`src/rtl/uart_tx.sv`:
```
// uart_tx: UART transmitter, 8N1/8N2 with one-byte holding register for back-to-back frames.
// Define UART_TX_PARITY_EN to insert a parity bit after data bit 7 (sense set by PARITY_ODD).
module uart_tx #(
  parameter int STOP_BITS  = 1,
  parameter int PARITY_ODD = 0
) (
  input  logic       clk,
  input  logic       rst,
  input  logic       baud_tick,
  input  logic [7:0] data_in,
  input  logic       data_valid,
  output logic       tx_ready,
  output logic       tx,
  output logic       busy,
  output logic       tx_done
);
`ifdef UART_TX_PARITY_EN
  typedef enum logic [2:0] {TX_IDLE, TX_START, TX_DATA, TX_PARITY, TX_STOP} state_t;
`else
  typedef enum logic [1:0] {TX_IDLE, TX_START, TX_DATA, TX_STOP} state_t;
`endif
  if (STOP_BITS < 1 || STOP_BITS > 2 || PARITY_ODD < 0 || PARITY_ODD > 1) begin : g_bad_param
    $error("uart_tx: STOP_BITS must be 1 or 2 and PARITY_ODD 0 or 1");
  end
  state_t     state_q, state_d;
  logic [7:0] hold_q, hold_d, shift_q, shift_d;
  logic [2:0] bit_cnt_q, bit_cnt_d;
  logic       hold_full_q, hold_full_d, stop_cnt_q, stop_cnt_d;
  logic       tx_q, tx_d, done_q, done_d, accept, load;
`ifdef UART_TX_PARITY_EN
  logic       par_q, par_d;
`endif
  assign accept      = data_valid && !hold_full_q;
  assign hold_d      = accept ? data_in : hold_q;
  assign hold_full_d = accept | (hold_full_q & ~load);
  always_comb begin
    state_d    = state_q;
    shift_d    = shift_q;
    bit_cnt_d  = bit_cnt_q;
    stop_cnt_d = stop_cnt_q;
    tx_d       = tx_q;
    done_d     = 1'b0;
    load       = 1'b0;
    if (baud_tick) begin
      case (state_q)
        TX_IDLE: begin
          load    = hold_full_q;
          tx_d    = !hold_full_q;
          state_d = hold_full_q ? TX_START : TX_IDLE;
        end
        TX_START: begin
          tx_d      = shift_q[0];
          bit_cnt_d = 3'd0;
          state_d   = TX_DATA;
        end
        TX_DATA: begin
          if (bit_cnt_q != 3'd7) begin
            shift_d   = shift_q >> 1;
            tx_d      = shift_q[1];
            bit_cnt_d = bit_cnt_q + 3'd1;
          end else begin
`ifdef UART_TX_PARITY_EN
            tx_d       = par_q;
            state_d    = TX_PARITY;
`else
            tx_d       = 1'b1;
            stop_cnt_d = 1'b0;
            state_d    = TX_STOP;
`endif
          end
        end
`ifdef UART_TX_PARITY_EN
        TX_PARITY: begin
          tx_d       = 1'b1;
          stop_cnt_d = 1'b0;
          state_d    = TX_STOP;
        end
`endif
        TX_STOP: begin
          if (stop_cnt_q == 1'(STOP_BITS - 1)) begin
            done_d  = 1'b1;
            load    = hold_full_q;
            tx_d    = !hold_full_q;
            state_d = hold_full_q ? TX_START : TX_IDLE;
          end else begin
            stop_cnt_d = stop_cnt_q + 1'b1;
          end
        end
        default: state_d = TX_IDLE;
      endcase
    end
    if (load) shift_d = hold_q;
  end
`ifdef UART_TX_PARITY_EN
  // parity is taken at load time because the shift register is consumed while sending
  assign par_d = load ? (^hold_q ^ 1'(PARITY_ODD)) : par_q;
  always_ff @(posedge clk) par_q <= rst ? 1'b0 : par_d;
`endif
  always_ff @(posedge clk) begin
    if (rst) begin
      state_q     <= TX_IDLE;
      hold_q      <= '0;
      hold_full_q <= 1'b0;
      shift_q     <= '0;
      bit_cnt_q   <= '0;
      stop_cnt_q  <= 1'b0;
      tx_q        <= 1'b1;
      done_q      <= 1'b0;
    end else begin
      state_q     <= state_d;
      hold_q      <= hold_d;
      hold_full_q <= hold_full_d;
      shift_q     <= shift_d;
      bit_cnt_q   <= bit_cnt_d;
      stop_cnt_q  <= stop_cnt_d;
      tx_q        <= tx_d;
      done_q      <= done_d;
    end
  end
  assign tx_ready = !hold_full_q;
  assign tx       = tx_q;
  assign tx_done  = done_q;
  assign busy     = (state_q != TX_IDLE) || hold_full_q;
endmodule

```
`config.mk`:
```
export PLATFORM = sky130hd
export DESIGN_NAME = uart_tx
export DESIGN_NICKNAME = d
export VERILOG_FILES = /design/src/rtl/uart_tx.sv
export SDC_FILE = /design/constraint.sdc
export NUM_CORES = 1
export LEC_CHECK = 0
export CELL_PAD_IN_SITES_DETAIL_PLACEMENT = 0
export CELL_PAD_IN_SITES_GLOBAL_PLACEMENT = 1
export CORE_MARGIN = 5
export CORE_UTILIZATION = 39
export CTS_BUF_LIST = sky130_fd_sc_hd__clkbuf_2 sky130_fd_sc_hd__clkbuf_4 sky130_fd_sc_hd__clkbuf_8
export CTS_CLUSTER_SIZE = 40
export DETAILED_ROUTE_END_ITERATION = 10
export PLACE_DENSITY_LB_ADDON = 0.1
export SLEW_MARGIN = 20
export SYNTH_ARGS = -nofsm -noshare
export SYNTH_HDL_FRONTEND = slang
export SYNTH_SLANG_ARGS = --single-unit
export TNS_END_PERCENT = 30
```
`constraint.sdc`:
```
create_clock -name clk -period 1.5 [get_ports clk]
set_input_delay 0.3 -clock clk [delete_from_list [all_inputs] [get_ports clk]]
set_output_delay 0.3 -clock clk [all_outputs]
set_load 0.02 [all_outputs]
```
=== Word-level counts from Yosys, hierarchy flattened ===
Index checks and enable logic that the tools add are counted.
Widths: inputs -> output; s select.

* Flip-flop bits (word level): 25
* Logic and storage cells: 58

* Add/sub/neg operators: 2
* Equality and inequality tests: 7
* Multiplexer cells: 20
* Bitwise operators: 5
* Reduce and logical (&&, ||, !) cells: 16

{| class="wikitable"
|+ Operators by type and width
! operator !! count
|-
| $mux 8 || 4
|-
| $reduce_and 3->1 || 4
|-
| $reduce_bool 2->1 || 6
|-
| $mux 1 || 8
|-
| $pmux 2 s4 || 1
|-
| $ne 2x2->1 const B || 3
|-
| $pmux 3 s2 || 1
|-
| $eq 2x2->1 const B || 2
|-
| $mux 2 || 2
|-
| $pmux 1 s2 || 2
|-
| $pmux 1 s4 || 1
|-
| $add 3x1->3 const B || 1
|-
| $mux 3 || 1
|-
| $ne 3x3->1 const B || 1
|-
| $not 1->1 || 3
|-
| $reduce_or 3->1 || 1
|-
| $eq 2x1->1 const B || 1
|-
| $logic_not 2->1 || 1
|-
| $reduce_and 2->1 || 1
|-
| $add 1x1->1 const B || 1
|-
| $and 1x1->1 || 1
|-
| $logic_and 1x1->1 || 1
|-
| $logic_not 1->1 || 1
|-
| $logic_or 1x1->1 || 1
|-
| $or 1x1->1 || 1
|}

=== Logic depth before layout (Yosys ltp) ===
Gate-level depths: netlist of run 1.

* Depth in word-level cells: 6
* Mapped depth: 7

=== Worst setup path after synthesis of run 1 ===
No wires, ideal clock.

* Path kind: register to register
* Start point: reg state_q[0]
* End point: reg shift_q[0]
* Library setup time: 0.088 ns
* Arrival time: 1.348 ns
* Required time: 1.412 ns
* Slack: 0.064 ns
* Cell stages (with the launch flop): 6
* Cells stage by stage: dfxtp_1 inv_1 ha_1 and3b_1 nand2_2 a311oi_2

* Cells in the longest elaborated chain, start to end: 5
* Elaborated cells on any way between the ends: 10

{| class="wikitable"
|+ Ends and longest elaborated chain
! what !! RTL line !! text
|-
| from (decl) || 25 || <nowiki>state_t state_q, state_d;</nowiki>
|-
| from (signal assigned) || 110 || <nowiki>state_q <= state_d;</nowiki>
|-
| $eq 2x2->1 or $logic_not 2->1 (tied branches) || 45 || <nowiki>case (state_q)</nowiki>
|-
| $pmux 1 s2 || 45 ||
|-
| $mux 1 || 44 || <nowiki>if (baud_tick) begin</nowiki>
|-
| $reduce_bool 2->1 (no line) || n/a ||
|-
| $reduce_and 3->1 (no line) || n/a ||
|-
| to (signal assigned) || 113 || <nowiki>shift_q <= shift_d;</nowiki>
|-
| to (decl) || 26 || <nowiki>logic [7:0] hold_q, hold_d, shift_q, shift_d;</nowiki>
|}

Parallel ways exist; a longest one is shown, timed or not.
A chain may end at the register's enable or synchronous reset.

=== Worst setup path in the final report of run 1 ===
* Start point: reg bit_cnt_q[1]
* End point: reg shift_q[2]

* Cells in the longest elaborated chain, start to end: 3

{| class="wikitable"
|+ Ends and longest elaborated chain
! what !! RTL line !! text
|-
| from (decl) || 27 || <nowiki>logic [2:0] bit_cnt_q, bit_cnt_d;</nowiki>
|-
| from (signal assigned) || 114 || <nowiki>bit_cnt_q <= bit_cnt_d;</nowiki>
|-
| $ne 3x3->1 || 57 || <nowiki>if (bit_cnt_q != 3'd7) begin</nowiki>
|-
| $reduce_bool 2->1 (no line) || n/a ||
|-
| $reduce_and 3->1 (no line) || n/a ||
|}

Every way passes these cells.

==> results.sh, run 1 <==
export IMPL_status="finished, final reports clean"
export IMPL_intPower_uw=944.2
export IMPL_max_freq_mhz=675.7
export IMPL_vias_per_cell=5.242
export IMPL_clock_skew_ps=2.716
export IMPL_cp_common_cell="ha_4"
export IMPL_globalplace_congestion=0.8101
export IMPL_fin_crit_ps=1480
export IMPL_syn_nets=142
export IMPL_placementRows=19
export IMPL_hp_class="register to register"
export IMPL_switching_share_pct=28.18
export IMPL_ys_warn_count=0
export IMPL_r2r_start="bit_cnt_q[1]$_SDFFE_PP0P_"
export IMPL_dp_hpwl_um=1936
export IMPL_drc_errors=0
export IMPL_clock_sinks=24
export IMPL_combPwrFrac_pct=25.5
export IMPL_hold_ws_ps=485.3
export IMPL_grt_pass1_wl_um=4498
export IMPL_die_h_um=64.77
export IMPL_ys_seq_elements=24
export IMPL_antennaDiodeCount=0
export IMPL_cts_tree="built"
export IMPL_crit_chain="ha_4 -> ha_4 -> and3b_2 -> clkbuf_16 -> nand2_2 -> a311oi_2"
export IMPL_postSynthAreaPerCell_um2=9.434
export IMPL_nNetsFinal=179
export IMPL_critPathLaunch="bit_cnt_q[1]$_SDFFE_PP0P_"
export IMPL_synth_ff_type="dfxtp_1"
export IMPL_vdd_drop_max_uv=374.7
export IMPL_max_clock_path_buffers=2
export IMPL_top_layer="met4"
export IMPL_synth_area_mm2=0.001170
export IMPL_setup_viol=0
export IMPL_antenna_found_initial=0
export IMPL_dr_first_iter_drc_count=27
export IMPL_arrival_ps=1700
export IMPL_critical_path_top_delay_family="flip-flops"
export IMPL_p_sw_uw=370.4
export IMPL_die_area_mm2=0.004195
export IMPL_setup_ws_ps=20.02
export IMPL_synth_edff_count=0
export IMPL_worst_pin_slew_ps=322.2
export IMPL_power_density_mw_per_mm2=802.0
export IMPL_synth_area_leaders="dfxtp_1 41%, a311oi_2 10%, mux2i_1 6.8%, ha_1 6.4%, nor2_1 4.5%"
export IMPL_grt_max_degree=16
export IMPL_ant_nets=0
export IMPL_netlist_area_leader_share_pct=41.07
export IMPL_leakage_nw=0.6558
export IMPL_placement_cell_area_mm2=0.001496
export IMPL_track_usage_pct=13.62
export IMPL_yosysUniqueCellTypes=28
export IMPL_wl_per_cell_um=13.82
export IMPL_slew_headroom_pct=78.45
export IMPL_initial_utilization_pct=41.70
export IMPL_p_clk_share_pct=21.0
export IMPL_totalWireLength_um=2625
export IMPL_setup_tns_ps=0
export IMPL_met1Wirelength_um=1245
export IMPL_htreeDepth=1
export IMPL_clkTransAtPathRegs_ps=120
export IMPL_fin_area_mm2=0.001639
export IMPL_rsz0062_at_grt="true"
export IMPL_critPathKind="register to register"
export IMPL_wl_met3_um=51
export IMPL_drive_gt1_share_pct=38.36
export IMPL_synth_top_area_cell="dfxtp_1"
export IMPL_finalMaxSlewViolations=0
export IMPL_place_port_buffers=15
export IMPL_firstDrtPassIters=4
export IMPL_synthArstFlopShare_pct=0
export IMPL_cap_violations=0
export IMPL_cts_root_buffer="clkbuf_4"
export IMPL_syn_inst=124
export IMPL_fin_util_pct=58.43
export IMPL_globalRouteOverflowTotal=0
export IMPL_ys_seq_area_share_pct=41.07
export IMPL_dpl_worst_slack_ps=-217.8
export IMPL_end_kind="register"
export IMPL_numCtsBuffers=3
export IMPL_ios=16
export IMPL_syn_to_final_growth_pct=40.11
export IMPL_first_global_vias=995
export IMPL_cp_data_required_time_ps=1720
export IMPL_seqPwrFrac_pct=53.5
export IMPL_hold_violations=0
export IMPL_crit_slowest_cell="dfxtp_2"
export IMPL_yosys_top_cells_count="24 x dfxtp_1, 14 x nor2_1, 11 x nand2_1"
export IMPL_die_w_um=64.77
export IMPL_fin_crit_sh_pct=98.67
export IMPL_critPathBufInv=1
export IMPL_routed_wl_met2_um=1278
export IMPL_worstHoldStart="tx$_SDFFE_PP1P_"
export IMPL_cp_max_fo=5
export IMPL_clk_latency_ps=300
export IMPL_vias=996
export IMPL_start_kind="register"
export IMPL_critPathMaxStageDelay_ps=360
export IMPL_yosysMostFrequentCell="dfxtp_1"
export IMPL_coreArea_mm2=0.002805
through the flow:
| step | power, mW | cells |
|---|---|---|
| 2_1_floorplan | 0.8844 | 124 |
| 3_3_place_gp | 1.028 | 184 |
| 3_5_place_dp | 1.031 | 184 |
| 4_1_cts | 1.309 | 187 |
| 5_1_grt | 1.399 | 190 |
| 6_report | 1.315 | 190 |
what timing repair did:
action                                  CTS  global route
hold buffers                              0             0
setup buffers                             0             2
gates cloned                              0             1
pin swaps                                 0             4
endpoints found under the setup margin   12            14
resized for setup                         9            20
path summary, 6_finish.rpt:
kind                             endpoint  slack [ps]  cells after the start
setup / recovery  shift_q[2]$_SDFFE_PP0P_          20                      6
hold reg to reg           tx$_SDFFE_PP1P_         490                      1
hold / removal            tx$_SDFFE_PP1P_         490                      1
setup reg to reg  shift_q[2]$_SDFFE_PP0P_          20                      6
kinds of logic after synthesis:
logic type                 after synthesis  share of synthesized area (%)
AOI/OAI and AO/OA                       22                          18.18
buffers and inverters                   10                          4.491
muxes                                    8                          6.845
and+or+nand+nor                         54                          22.99
adders and majority gates                6                          6.417
DFF                                     24                          41.07
per-layer routing:
layer / track usage (%) / up-vias
li1: - / 511
met1: 16.90 / 467
met2: 22.99 / 12
met3: 2.591 / 6
met4: 5.805 / 0
met5: 0 / -
flip-flops by register name (all words and copies together), names as in the netlist:
signal,cells
bit_cnt_q,3
hold_full_q,1
hold_q,8
shift_q,8
state_q,2
tx,1
tx_done,1
worst reg2reg max path, delay by kind of cell, from the launching register on:
kind / cells / cell delay [ps]
adders and majority gates: 2 / 310
DFF: 1 / 360
and+or+nand+nor: 2 / 340
AOI/OAI and AO/OA: 1 / 230
buffers and inverters: 1 / 160
layout by cell type (no fill, tap or decap), drive strengths merged:
master and count:
a211o 1, inv 4, mux2i 8, a311oi 9, a21o 1, nand2b 2
o21ai 1, and2 1, or2 1, a21oi 5, nand3 3, nand3b 2
nor2b 2, dlygate4sd2 3, nor3 8, nand2 19, clkbuf 4, buf 23
ha 6, clkdlybuf4s50 11, and3b 2, o211ai 1, a211oi 2, o31ai 2
nor2 14, dfxtp 24
power groups by stage:
stage	combinational [mW]	sequential, mW	clock, mW
floorplan	0.169	0.715	0
global placement	0.314	0.713	0
detailed placement	0.317	0.714	0
CTS	0.314	0.700	0.295
global route	0.367	0.710	0.322
finish	0.336	0.703	0.276
area by class of cell:
| class | instances | area (µm²) |
|---|---|---|
| flip-flops and latches | 24 | 484.2 |
| inverters | 4 | 15.01 |
| clock buffers | 3 | 22.52 |
| well taps | 31 | 38.79 |
| multi-input cells | 90 | 721.9 |
| fillers | 255 | 1166 |
| repair buffers | 38 | 356.6 |
Note: power is estimated with default switching activity, not from simulation.
==> run 2, diff against run 1 <==
--- a/config.mk
+++ b/config.mk
@@ -5,6 +5,7 @@
 export SDC_FILE = /design/constraint.sdc
 export NUM_CORES = 1
 export LEC_CHECK = 0
+export CAP_MARGIN = 10
 export CELL_PAD_IN_SITES_DETAIL_PLACEMENT = 0
 export CELL_PAD_IN_SITES_GLOBAL_PLACEMENT = 1
 export CORE_MARGIN = 5
==> results of run 2 <==
The final DEF is identical to that of run 1; final timing and power are the same.
